--- config.mk ---
export PLATFORM = sky130hd
export DESIGN_NAME = led_dimmer
export DESIGN_NICKNAME = d
export VERILOG_FILES = /design/src/rtl/led_dimmer.sv
export SDC_FILE = /design/constraint.sdc
export NUM_CORES = 1
export LEC_CHECK = 0
export BUFFER_PORTS_ARGS = -buffer_cell sky130_fd_sc_hd__buf_2
export CORE_ASPECT_RATIO = 1.5
export CORE_UTILIZATION = 45
export DETAILED_ROUTE_END_ITERATION = 6
export GPL_ROUTABILITY_DRIVEN = 0
export HOLD_SLACK_MARGIN = 0.1
export PLACE_DENSITY = 0.81
export SLEW_MARGIN = 30
export SYNTH_ARGS = -nofsm -noshare
export SYNTH_HDL_FRONTEND = slang
export SYNTH_SLANG_ARGS = --single-unit
export TNS_END_PERCENT = 50
--- constraint.sdc ---
create_clock -name clk -period 3.95 [get_ports clk]
set_input_delay 0.1975 -clock clk [delete_from_list [all_inputs] [get_ports clk]]
set_output_delay 0.1975 -clock clk [all_outputs]
set_load 0.05 [all_outputs]
--- src/rtl/led_dimmer.sv ---
// 32-channel LED dimmer: 16-step PWM brightness with optional blink, driving
// active-low pins from a registered output stage.
module led_dimmer #(
  parameter int PRESCALE = 50000
) (
  input  logic        clk,
  input  logic        reset,
  input  logic [31:0] pattern_in,
  input  logic        ctrl_we,
  input  logic [31:0] ctrl_wdata,
  output logic [31:0] ctrl_rdata,
  output logic [31:0] led_out
);

  localparam int             PW   = (PRESCALE > 2) ? $clog2(PRESCALE) : 1;
  localparam logic [PW-1:0]  PMAX = PW'(PRESCALE - 1);

  logic [PW-1:0] r_pcnt;
  logic [3:0]    r_pwm_cnt;
  logic [3:0]    r_blink_cnt;
  logic          r_phase;
  logic [3:0]    r_duty;
  logic          r_blink_en;
  logic [3:0]    r_period;
  logic [31:0]   r_led_out;

  logic          w_tick;
  logic          w_blink_upd;
  logic          w_pwm_on;
  logic          w_mask;
  logic          w_unused_wdata;

  assign w_tick      = (r_pcnt == PMAX);
  assign w_blink_upd = w_tick && (r_pwm_cnt == 4'd15);
  assign w_pwm_on    = (r_duty == 4'd15) ? 1'b1 : (r_pwm_cnt < r_duty);
  assign w_mask      = w_pwm_on & (~r_blink_en | r_phase);

  assign ctrl_rdata  = {r_phase, 19'b0, r_period, 3'b0, r_blink_en, r_duty};
  assign led_out     = r_led_out;

  assign w_unused_wdata = &{1'b0, ctrl_wdata[31:12], ctrl_wdata[7:5]};

  always_ff @(posedge clk or negedge reset) begin
    if (!reset) begin
      r_pcnt <= '0;
    end else if (w_tick) begin
      r_pcnt <= '0;
    end else begin
      r_pcnt <= r_pcnt + PW'(1);
    end
  end

  always_ff @(posedge clk or negedge reset) begin
    if (!reset) begin
      r_pwm_cnt <= 4'd0;
    end else if (w_tick) begin
      r_pwm_cnt <= r_pwm_cnt + 4'd1;
    end
  end

  // A control write restarts the blink sequence and overrides a same-cycle toggle.
  always_ff @(posedge clk or negedge reset) begin
    if (!reset) begin
      r_duty      <= 4'd15;
      r_blink_en  <= 1'b0;
      r_period    <= 4'd0;
      r_blink_cnt <= 4'd0;
      r_phase     <= 1'b1;
    end else if (ctrl_we) begin
      r_duty      <= ctrl_wdata[3:0];
      r_blink_en  <= ctrl_wdata[4];
      r_period    <= ctrl_wdata[11:8];
      r_blink_cnt <= 4'd0;
      r_phase     <= 1'b1;
    end else if (w_blink_upd) begin
      if (r_blink_cnt == r_period) begin
        r_blink_cnt <= 4'd0;
        r_phase     <= ~r_phase;
      end else begin
        r_blink_cnt <= r_blink_cnt + 4'd1;
      end
    end
  end

  always_ff @(posedge clk or negedge reset) begin
    if (!reset) begin
      r_led_out <= 32'hFFFF_FFFF;
    end else begin
      r_led_out <= ~(pattern_in & {32{w_mask}});
    end
  end

endmodule

==> results of run 1 <==
-- through the flow --
| step | power [mW] | worst slack, ps | std cells | hold slack (ps) | utilization [%] |
|---|---|---|---|---|---|
| 2_1_floorplan | 0.9985 | 1951 | 272 | -98.09 | - |
| 3_3_place_gp | 1.048 | 1973 | 396 | 286.3 | 53.30 |
| 5_1_grt | 1.683 | 1799 | 454 | 248.7 | 63.10 |
| 4_1_cts | 1.622 | 1880 | 454 | 215.3 | 63.06 |
| 6_report | 1.615 | 1875 | 454 | 232.2 | 63.10 |
| 3_5_place_dp | 1.052 | 1910 | 396 | 292.3 | 53.34 |
-- logic make-up (layout without fill, tap and decap cells) --
kind of cell | count (synthesis) | in the layout
buffers and inverters | 40 | 148
AOI/OAI and AO/OA | 13 | 13
xor gates and xnor gates | 19 | 19
DFF | 66 | 66
and+or+nand+nor | 99 | 99
muxes | 7 | 7
adders and majority gates | 6 | 6
other | 1 | 22
-- placed cells by master (no fill, tap or decap), types with 2 or more instances in the layout --
| cell type | n |
|---|---|
| dfrtp_1 | 29 |
| clkinv_2 | 4 |
| a21oi_1 | 4 |
| nand2_1 | 15 |
| nor2b_1 | 2 |
| nand4_1 | 39 |
| buf_2 | 85 |
| mux2_2 | 6 |
| xnor2_1 | 11 |
| nor3_1 | 3 |
| buf_4 | 2 |
| and3_1 | 3 |
| o21ai_0 | 4 |
| conb_1 | 22 |
| o21ai_1 | 3 |
| nand2b_1 | 2 |
| and2_1 | 2 |
| inv_1 | 3 |
| dfstp_2 | 37 |
| dlygate4sd3_1 | 42 |
| nor2_1 | 11 |
| ha_1 | 6 |
| nand3_1 | 10 |
| clkbuf_8 | 9 |
| xor2_1 | 8 |
-- cells in the mapped netlist --
| master | count | area [µm²] |
|---|---|---|
| or3b_1 | 1 | 8.760 |
| conb_1 | 1 | 3.750 |
| mux2i_1 | 1 | 10.01 |
| a21oi_1 | 4 | 20.02 |
| a211oi_1 | 1 | 7.510 |
| xor2_1 | 8 | 70.07 |
| and3_1 | 3 | 18.77 |
| buf_4 | 24 | 180.2 |
| and4bb_1 | 1 | 12.51 |
| xnor2_1 | 11 | 96.34 |
| mux2_2 | 6 | 67.56 |
| nand4_4 | 1 | 21.27 |
| o21ai_1 | 3 | 15.01 |
| and2_1 | 2 | 12.51 |
| ha_1 | 6 | 75.07 |
| nand3b_1 | 1 | 7.510 |
| o211ai_1 | 1 | 7.510 |
| nand3_1 | 10 | 50.05 |
| dfstp_2 | 37 | 972.2 |
| nor4b_4 | 1 | 23.77 |
| nand4_1 | 39 | 244.0 |
| nand4bb_1 | 1 | 11.26 |
| nor3_1 | 3 | 15.01 |
| o21ai_0 | 4 | 20.02 |
| dfrtp_1 | 29 | 725.7 |
| buf_2 | 1 | 5.000 |
| nand4_2 | 1 | 12.51 |
| inv_1 | 3 | 11.26 |
| clkbuf_1 | 12 | 45.04 |
| nand2b_1 | 3 | 18.77 |
| or2_4 | 1 | 8.760 |
| nor2b_1 | 2 | 12.51 |
| and4bb_2 | 1 | 12.51 |
| and4_1 | 1 | 8.760 |
| nand2_1 | 16 | 60.06 |
| nor2_1 | 11 | 41.29 |
-- metal layers --
layer | up-vias | part of all wire (%) | GRT usage [%]
met5 | - | 0 | 0
met4 | 0 | 2.2 | 9.455
met3 | 12 | 8.6 | 5.882
met2 | 108 | 49 | 34.42
met1 | 1141 | 41 | 21.73
li1 | 1087 | - | -
-- worst paths after layout --
path | from | to | slack [ps] | depth (start not counted)
setup / recovery | r_pcnt[0] | r_phase | 1880 | 6
hold / removal | ctrl_we | r_duty[2] | 230 | 3
setup reg to reg | r_pcnt[0] | r_phase | 1880 | 6
hold reg to reg | r_pcnt[0] | r_pcnt[0] | 470 | 1
max in group asynchronous | reset | led_out[16] | 2560 | 3
min in group asynchronous | reset | r_blink_en | 480 | 2
-- state kept, by name (all words and copies together), names as in the netlist --
signal,cells
led_out,32
r_blink_cnt,4
r_blink_en,1
r_duty,4
r_pcnt,16
r_period,4
r_phase,1
r_pwm_cnt,4
-- report_power, final --
part           switching (mW)  leakage, nW  total (mW)  internal, mW
logic                   0.243        0.979       0.331        0.0882
registers              0.0152        0.769       0.749         0.734
clock network           0.248        0.100       0.535         0.287
-- layout make-up --
| class | instances | area share [%] |
|---|---|---|
| multi-input cells | 166 | 27.46 |
| flip-flops and latches | 66 | 43.27 |
| repair buffers | 129 | 21.94 |
| clock buffers | 10 | 3.253 |
| inverters | 3 | 0.2870 |
| clock inverters | 6 | 1.435 |
| well taps | 74 | 2.360 |
-- worst reg2reg max path: stages (launching register included) --
cell and delay (ps):
dfrtp_1 370, ha_1 310, and3_1 300, nand4_2 190, or2_4 330, o21ai_1 140
or3b_1 350
-- timing repair --
action | 4_1_cts | 5_1_grt
hold buffers | 42 | 0
endpoints found under the hold margin | 60 | 0
setup endpoints to repair | 0 | 0
==> qor.yml, run 1 <==
status:
  status: "finished clean"
timing:
  setup_tns_ps: 0
  period_share_pct: 52.52
  slew_viol_final: 0
  clock_skew_ps: 7.157
  tightest_slew_ps: 712.4
  slew-limit-headroom_pct: 52.51
  hold_viol: 0
  post-route-min-period_ps: 2075
  rsz0062_at_grt: "no"
  setup_viol: 0
  max_freq_ghz: 0.4820
route:
  drtIter0Drc: 131
  wire_per_inst_um: 14.71
  drt_wl_total_um: 6678
  ant_nets: 0
  drc: 0
  vias: 2348
  dr.pass1.iters: 4
  viasPerCell: 5.172
global_route:
  grt_max_degree: 35
  grt_use_total_pct: 19.96
  antenna_found_initial: 0
  gr-total-overflow: 0
  grt_pass1_wl_um: 10100
  grt_pass1_vias: 2221
final_layout:
  nNetsFinal: 448
  diodes: 0
  fillerInstances: 437
  stdcell_area_mm2: 0.003924
  area_growth_pct: 33.79
  multi_input_area_mm2: 0.001077
  regArea_mm2: 0.001698
  drive_gt1_share_pct: 40.00
cts:
  cts-resized-gates: 0
  clock_sinks: 66
  cts_setup_buffers: 0
  numCtsBuffers: 9
  cts-root-buf: "clkbuf_8"
  htreeDepth: 3
  clk_path_buf_depth: 2
  cts_tree: "built"
  clock_latency_ps: 340
  clk_pin_slew_ps: 70
placed_design:
  dp_hpwl_um: 3722
  numPortBuffers: 85
  placed_area_mm2: 0.003317
synth:
  muxShareOfSynthArea_pct: 2.645
  synth_compound_area_share_pct: 2.389
  synthAdderAreaFrac_pct: 2.560
  ys_seq_area_share_pct: 57.89
  synthCells: 251
  synth_seq_cells: 66
  yosys.area_share.simple_pct: 20.48
  synth_warnings: 0
  synth_top_family_by_area: "simple AND/OR/NAND/NOR gates"
  synth.distinct_cells: 36
  syn_avg_cell_area_um2: 11.68
  synth_xor_area_share_pct: 5.674
  syn-cell-area_mm2: 0.002933
critical_path:
  cp.arrival_ps: 2330
  cp_slowest_cell: "dfrtp_1"
  cp-start-kind: "register"
  critPathKind: "reg2reg"
  worstPathMaxFanout: 6
  timing.critical_path.required_ps: 4210
  path_cells: "ha_1, and3_1, nand4_2, or2_4, o21ai_1, or3b_1"
  end_kind: "register"
  timing.critical_path.slowest_cell_delay_ps: 370
  crit_buf_inv: 0
  cp_top_family: "simple AND/OR/NAND/NOR gates"
die:
  ioPinCount: 131
  die_area_mm2: 0.006851
  fp.dieH_um: 100.9
  rows: 35
  core_area_mm2: 0.006218
  die_w_um: 67.92
  initial_core_util_pct: 47.16
pwr:
  power.density_mw_per_mm2: 411.5
  p_leak_nw: 1.848
  peakVddDrop_uv: 178.9
hold_path:
  hp-class: "in2reg"
flow_run:
  cap_violations: 0
Note: power is estimated with default switching activity, not from simulation.
==> run 2: changes to the inputs <==
--- a/config.mk
+++ b/config.mk
@@ -5,13 +5,14 @@
 export SDC_FILE = /design/constraint.sdc
 export NUM_CORES = 1
 export LEC_CHECK = 0
+export ABC_AREA = 1
 export BUFFER_PORTS_ARGS = -buffer_cell sky130_fd_sc_hd__buf_2
 export CORE_ASPECT_RATIO = 1.5
-export CORE_UTILIZATION = 45
+export CORE_UTILIZATION = 43
 export DETAILED_ROUTE_END_ITERATION = 6
 export GPL_ROUTABILITY_DRIVEN = 0
 export HOLD_SLACK_MARGIN = 0.1
-export PLACE_DENSITY = 0.81
+export PLACE_DENSITY = 0.8
 export SLEW_MARGIN = 30
 export SYNTH_ARGS = -nofsm -noshare
 export SYNTH_HDL_FRONTEND = slang
==> constraint.sdc (replaced) <==
create_clock -name clk -period 1.79 [get_ports clk]
set_input_delay 0.0895 -clock clk [delete_from_list [all_inputs] [get_ports clk]]
set_output_delay 0.0895 -clock clk [all_outputs]
set_load 0.05 [all_outputs]
==> qor.yml, run 2 <==
timing:
  tightest_slew_ps: 590.0
  rsz0062_at_grt: "no"
  hold_viol: 0
  setup_viol: 0
  post-route-min-period_ps: 1625
  clock_skew_ps: 10.28
  slew_viol_final: 0
  period_share_pct: 90.78
  max_freq_ghz: 0.6154
  slew-limit-headroom_pct: 60.67
  setup_tns_ps: 0
route:
  drc: 0
  wire_per_inst_um: 13.51
  vias: 2631
  ant_nets: 0
  dr.pass1.iters: 6
  drt_wl_total_um: 7310
  drtIter0Drc: 174
  viasPerCell: 4.863
synth:
  async_reset_ff_share_pct: 100.0
  muxShareOfSynthArea_pct: 0
  synth_top_family_by_area: "simple AND/OR/NAND/NOR gates"
  synth_flop_cell: "dfstp_2"
  syn-cell-area_mm2: 0.003122
  synth_compound_area_share_pct: 3.206
  ys_seq_area_share_pct: 54.39
  synth-edff-count: 0
  syn_avg_cell_area_um2: 9.431
  synthCells: 331
  synth_top_area_share_pct: 31.14
  yosys.area_share.simple_pct: 24.25
  synth_seq_cells: 66
  synth.distinct_cells: 29
  synthAdderAreaFrac_pct: 2.405
  synth_common_cells: "60 x nand2_1, 46 x nand3_1, 37 x dfstp_2"
  synth_warnings: 0
  synth_area_leader_cell: "dfstp_2"
  synth.most_common_cell: "nand2_1"
  synth_area_leaders: "dfstp_2 31%, dfrtp_1 23%, nand3_1 7.4%"
  synth_xor_area_share_pct: 3.647
final_layout:
  mostFrequentLayoutCells: "85 x buf_2, 60 x nand2_1, 46 x nand3_1"
  area_growth_pct: 33.47
  stdcell_area_mm2: 0.004167
  utilization_pct: 60.00
  drive_gt1_share_pct: 35.85
  diodes: 0
  nNetsFinal: 532
  final_common_cell: "buf_2"
  largest_reg_flops: 32
global_route:
  antenna_found_initial: 0
  grt_pass1_vias: 2716
  grt_pass1_wl_um: 11960
  grt_use_total_pct: 20.66
  gr-total-overflow: 0
  grt_max_degree: 67
critical_path:
  end_kind: "register"
  crit_top_cell: "nand2_1"
  cp_slowest_cell: "dfstp_2"
  timing.critical_path.required_ps: 2040
  worstPathMaxFanout: 32
  timing.critical_path.slowest_cell_delay_ps: 550
  critPathKind: "reg2reg"
  cp-start-kind: "register"
  cp.arrival_ps: 1870
  path_cells: "inv_1, ha_1, o21ai_1, nand2_1, nand3_1, nand2_1, nand2_1, buf_12, nand3_1"
cts:
  clk_pin_slew_ps: 70
  clock_latency_ps: 350
  numCtsBuffers: 9
  clock_sinks: 66
  cts_tree: "built"
  cts-resized-gates: 0
  clk_path_buf_depth: 2
  htreeDepth: 3
  cts-root-buf: "clkbuf_8"
pwr:
  total_power_mw: 3.896
  peakVddDrop_uv: 487.9
  p_leak_nw: 2.119
  power.density_mw_per_mm2: 935.1
flow_run:
  cap_violations: 0
die:
  initial_core_util_pct: 44.95
  fp.dieH_um: 106.4
  core_area_mm2: 0.006944
  rows: 37
  die_area_mm2: 0.007612
  die_w_um: 71.57
  ioPinCount: 131
placed_design:
  numPortBuffers: 85
  dp_hpwl_um: 4411
  placed_area_mm2: 0.003536
status:
  status: "finished clean"
hold_path:
  hp-class: "in2reg"
==> run 2: worst paths after layout <==
kind | startpoint | to | depth (start not counted) | slack (ps)
max | r_duty[1] | led_out[29] | 9 | 170
min | ctrl_we | r_period[0] | 3 | 120
max reg2reg | r_duty[1] | led_out[29] | 9 | 170
min reg2reg | r_pcnt[0] | r_pcnt[0] | 1 | 490
max in group asynchronous | reset | led_out[3] | 3 | 1170
min in group asynchronous | reset | r_pcnt[12] | 3 | 310
==> run 2: cell families after synthesis <==
kind of cell,Yosys count
AOI/OAI and AO/OA,18
other,1
DFF,66
buffers and inverters,73
adders and majority gates,6
and+or+nand+nor,154
xor gates and xnor gates,13
==> run 2: area by class of cell <==
class                      instances  area (µm²)
clock buffer                      14       195.2
clock inverter                     1       5.005
sequential                        66        1698
fill                             496        2778
tap                               78       97.59
multi-input combinational        213        1129
inverter                          39       146.4
timing repair buffer             130       895.9
==> run 2: worst max-delay path, delay by kind of cell (launching register included) <==
family,cells,cell delay [ps]
AOI/OAI and AO/OA,1,70
adders and majority gates,1,280
buffers and inverters,2,240
DFF,1,550
and+or+nand+nor,5,380
==> run 2: layer usage <==
layer	global-route usage, %	vias up	wire [µm]
met4	10.50	0	192
met1	20.41	1229	2665
met5	0	-	0
met3	5.782	18	579
li1	-	1250	-
met2	38.44	134	3872
==> run 2: where the power goes <==
group	switching, mW	internal, mW
Clock	0.536	0.701
Combinational	0.711	0.233
Sequential	0.0468	1.67
Total	1.29	2.60
==> run 2: per-stage QoR <==
step	instances	hold WS (ps)	setup slack, ps
floorplan	352	-206.1	82.22
global placement	483	127.8	218.3
detailed placement	483	130.3	186.8
CTS	541	105.2	171.1
global route	541	143.5	8.110
finish	541	119.5	165.1
==> run 2: timing repair <==
action	4_1_cts	5_1_grt
hold buffers	43	0
hold endpoints to repair	107	0
setup buffers	0	0
endpoints found under the setup margin	0	0
==> run 3: changes to the inputs <==
--- a/config.mk
+++ b/config.mk
@@ -5,14 +5,13 @@
 export SDC_FILE = /design/constraint.sdc
 export NUM_CORES = 1
 export LEC_CHECK = 0
-export ABC_AREA = 1
 export BUFFER_PORTS_ARGS = -buffer_cell sky130_fd_sc_hd__buf_2
 export CORE_ASPECT_RATIO = 1.5
-export CORE_UTILIZATION = 43
+export CORE_UTILIZATION = 42
 export DETAILED_ROUTE_END_ITERATION = 6
 export GPL_ROUTABILITY_DRIVEN = 0
 export HOLD_SLACK_MARGIN = 0.1
-export PLACE_DENSITY = 0.8
+export PLACE_DENSITY = 0.79
 export SLEW_MARGIN = 30
 export SYNTH_ARGS = -nofsm -noshare
 export SYNTH_HDL_FRONTEND = slang
==> constraint.sdc (replaced) <==
create_clock -name clk -period 1.79 [get_ports clk]
set_input_delay 0.358 -clock clk [delete_from_list [all_inputs] [get_ports clk]]
set_output_delay 0.358 -clock clk [all_outputs]
set_load 0.05 [all_outputs]
==> qor.yml, run 3 (same netlist as run 1, synthesis figures left out) <==
route:
  drtIter0Drc: 94
  viasPerCell: 5.100
  vias: 2198
  wire_per_inst_um: 13.25
  dr.pass1.iters: 4
  ant_nets: 0
  drc: 0
  drt_wl_total_um: 5712
final_layout:
  area_growth_pct: 25.09
  largest_reg_flops: 32
  nNetsFinal: 424
  multi_input_area_mm2: 0.001100
  utilization_pct: 55.40
  regArea_mm2: 0.001698
  fillerInstances: 551
  stdcell_area_mm2: 0.003669
  diodes: 0
  drive_gt1_share_pct: 48.73
  mostFrequentLayoutCells: "85 x buf_2, 39 x nand4_1, 37 x dfstp_2"
  final_common_cell: "buf_2"
die:
  initial_core_util_pct: 44.29
  die_w_um: 70.23
  rows: 36
  core_area_mm2: 0.006621
  ioPinCount: 131
  die_area_mm2: 0.007328
  fp.dieH_um: 104.3
cts:
  clock_latency_ps: 340
  htreeDepth: 3
  clk_path_buf_depth: 2
  cts-root-buf: "clkbuf_8"
  cts_tree: "built"
  clk_pin_slew_ps: 70
  clock_sinks: 66
  numCtsBuffers: 9
critical_path:
  cp_top_family: "simple AND/OR/NAND/NOR gates"
  path_cells: "nor4b_4, nand4_2, or2_4, o21ai_2, or3b_1"
  timing.critical_path.required_ps: 2050
  cp.arrival_ps: 1970
  end_kind: "register"
  timing.critical_path.slowest_cell_delay_ps: 430
  crit_buf_inv: 0
  critPathLaunch: "r_pcnt[7]"
  worstPathMaxFanout: 5
  cp-start-kind: "register"
  worst_r2r_startpoint: "r_pcnt[7]"
  cp_slowest_cell: "dfrtp_1"
  critPathKind: "reg2reg"
flow_run:
  cap_violations: 0
timing:
  max_freq_ghz: 0.5850
  slew_viol_final: 0
  period_share_pct: 95.49
  fin_ws_ps: 80.69
  setup_viol: 0
  clock_skew_ps: 8.333
  post-route-min-period_ps: 1709
  setup_tns_ps: 0
  hold_viol: 0
global_route:
  grt_max_degree: 50
  gr-total-overflow: 0
  antenna_found_initial: 0
  grt_use_total_pct: 16.74
  grt_pass1_vias: 2098
  grt_pass1_wl_um: 9535
status:
  status: "finished clean"
hold_path:
  hp-class: "in2reg"
  min_from: "pattern_in[31]"
placed_design:
  placed_area_mm2: 0.003463
  dp_hpwl_um: 4016
  numPortBuffers: 85
  place_ws_ps: 27.74
pwr:
  p_leak_nw: 1.755
  power.density_mw_per_mm2: 913.8
  peakVddDrop_uv: 332.5
  total_power_mw: 3.352
-- run 3: cell count changes in the layout (fill, tap and decap cells not counted), sizes merged, moves of 5 or more --
cell         previous run  this run
nand2                  66        16
dlygate4sd3            43         1
nor2                   30        11
inv                    39         3
buf                    87       104
xnor2                   4        11
mux2                    0         6
nand3                  49        10
nand4                   2        41
o21ai                  12         7
-- run 3: where the power goes --
part           internal [mW]  total, mW  switching, mW
Sequential              1.62       1.65         0.0302
Combinational          0.147      0.661          0.514
Clock                  0.522       1.04          0.520
Total                   2.29       3.35           1.06
-- run 3: worst register-to-register path, stage by stage (launching register included) --
cell and delay [ps]:
dfrtp_1 430, nor4b_4 330, nand4_2 140, or2_4 280
o21ai_2 110, or3b_1 340
-- run 3: repair_timing --
action                                  4_1_cts  5_1_grt
endpoints found under the hold margin         9        0
setup buffers                                 0        3
hold buffers                                  1        0
endpoints found under the setup margin        0        3
gates resized for setup                       0        3
-- run 3: final timing paths --
| path | endpoint | slack, ps | cells after the start |
|---|---|---|---|
| worst max register to register | r_phase | 80 | 5 |
| max in group asynchronous | led_out[3] | 670 | 3 |
| worst min-delay path | led_out[31] | 180 | 2 |
| worst max-delay path | r_phase | 80 | 5 |
| worst min register to register | r_pcnt[0] | 450 | 1 |
| min in group asynchronous | r_blink_cnt[3] | 490 | 2 |
-- run 3: routing by layer --
layer	share of wire (%)	wire [µm]	up-vias	track usage, %
met2	52	2975	96	28.10
met3	7.3	417	9	6.492
met5	0	0	-	0
met1	38	2191	1052	18.18
met4	2.2	127	0	8.000
li1	-	-	1041	-
-- run 3: cell type report --
| type | count | area share (%) |
|---|---|---|
| inverter | 3 | 0.3070 |
| sequential | 66 | 46.28 |
| clock inverter | 4 | 0.5457 |
| timing repair buffer | 105 | 16.44 |
| tap | 76 | 2.592 |
| clock buffer | 11 | 3.854 |
| multi-input combinational | 166 | 29.98 |
-- run 3: stage by stage --
| stage | cells | hold slack, ps |
|---|---|---|
| after global routing | 431 | 163.6 |
| after detailed placement | 412 | 312.7 |
| after CTS | 428 | 158.3 |
| after global placement | 412 | 310.2 |
| final | 431 | 176.6 |
| after floorplan | 272 | 62.41 |
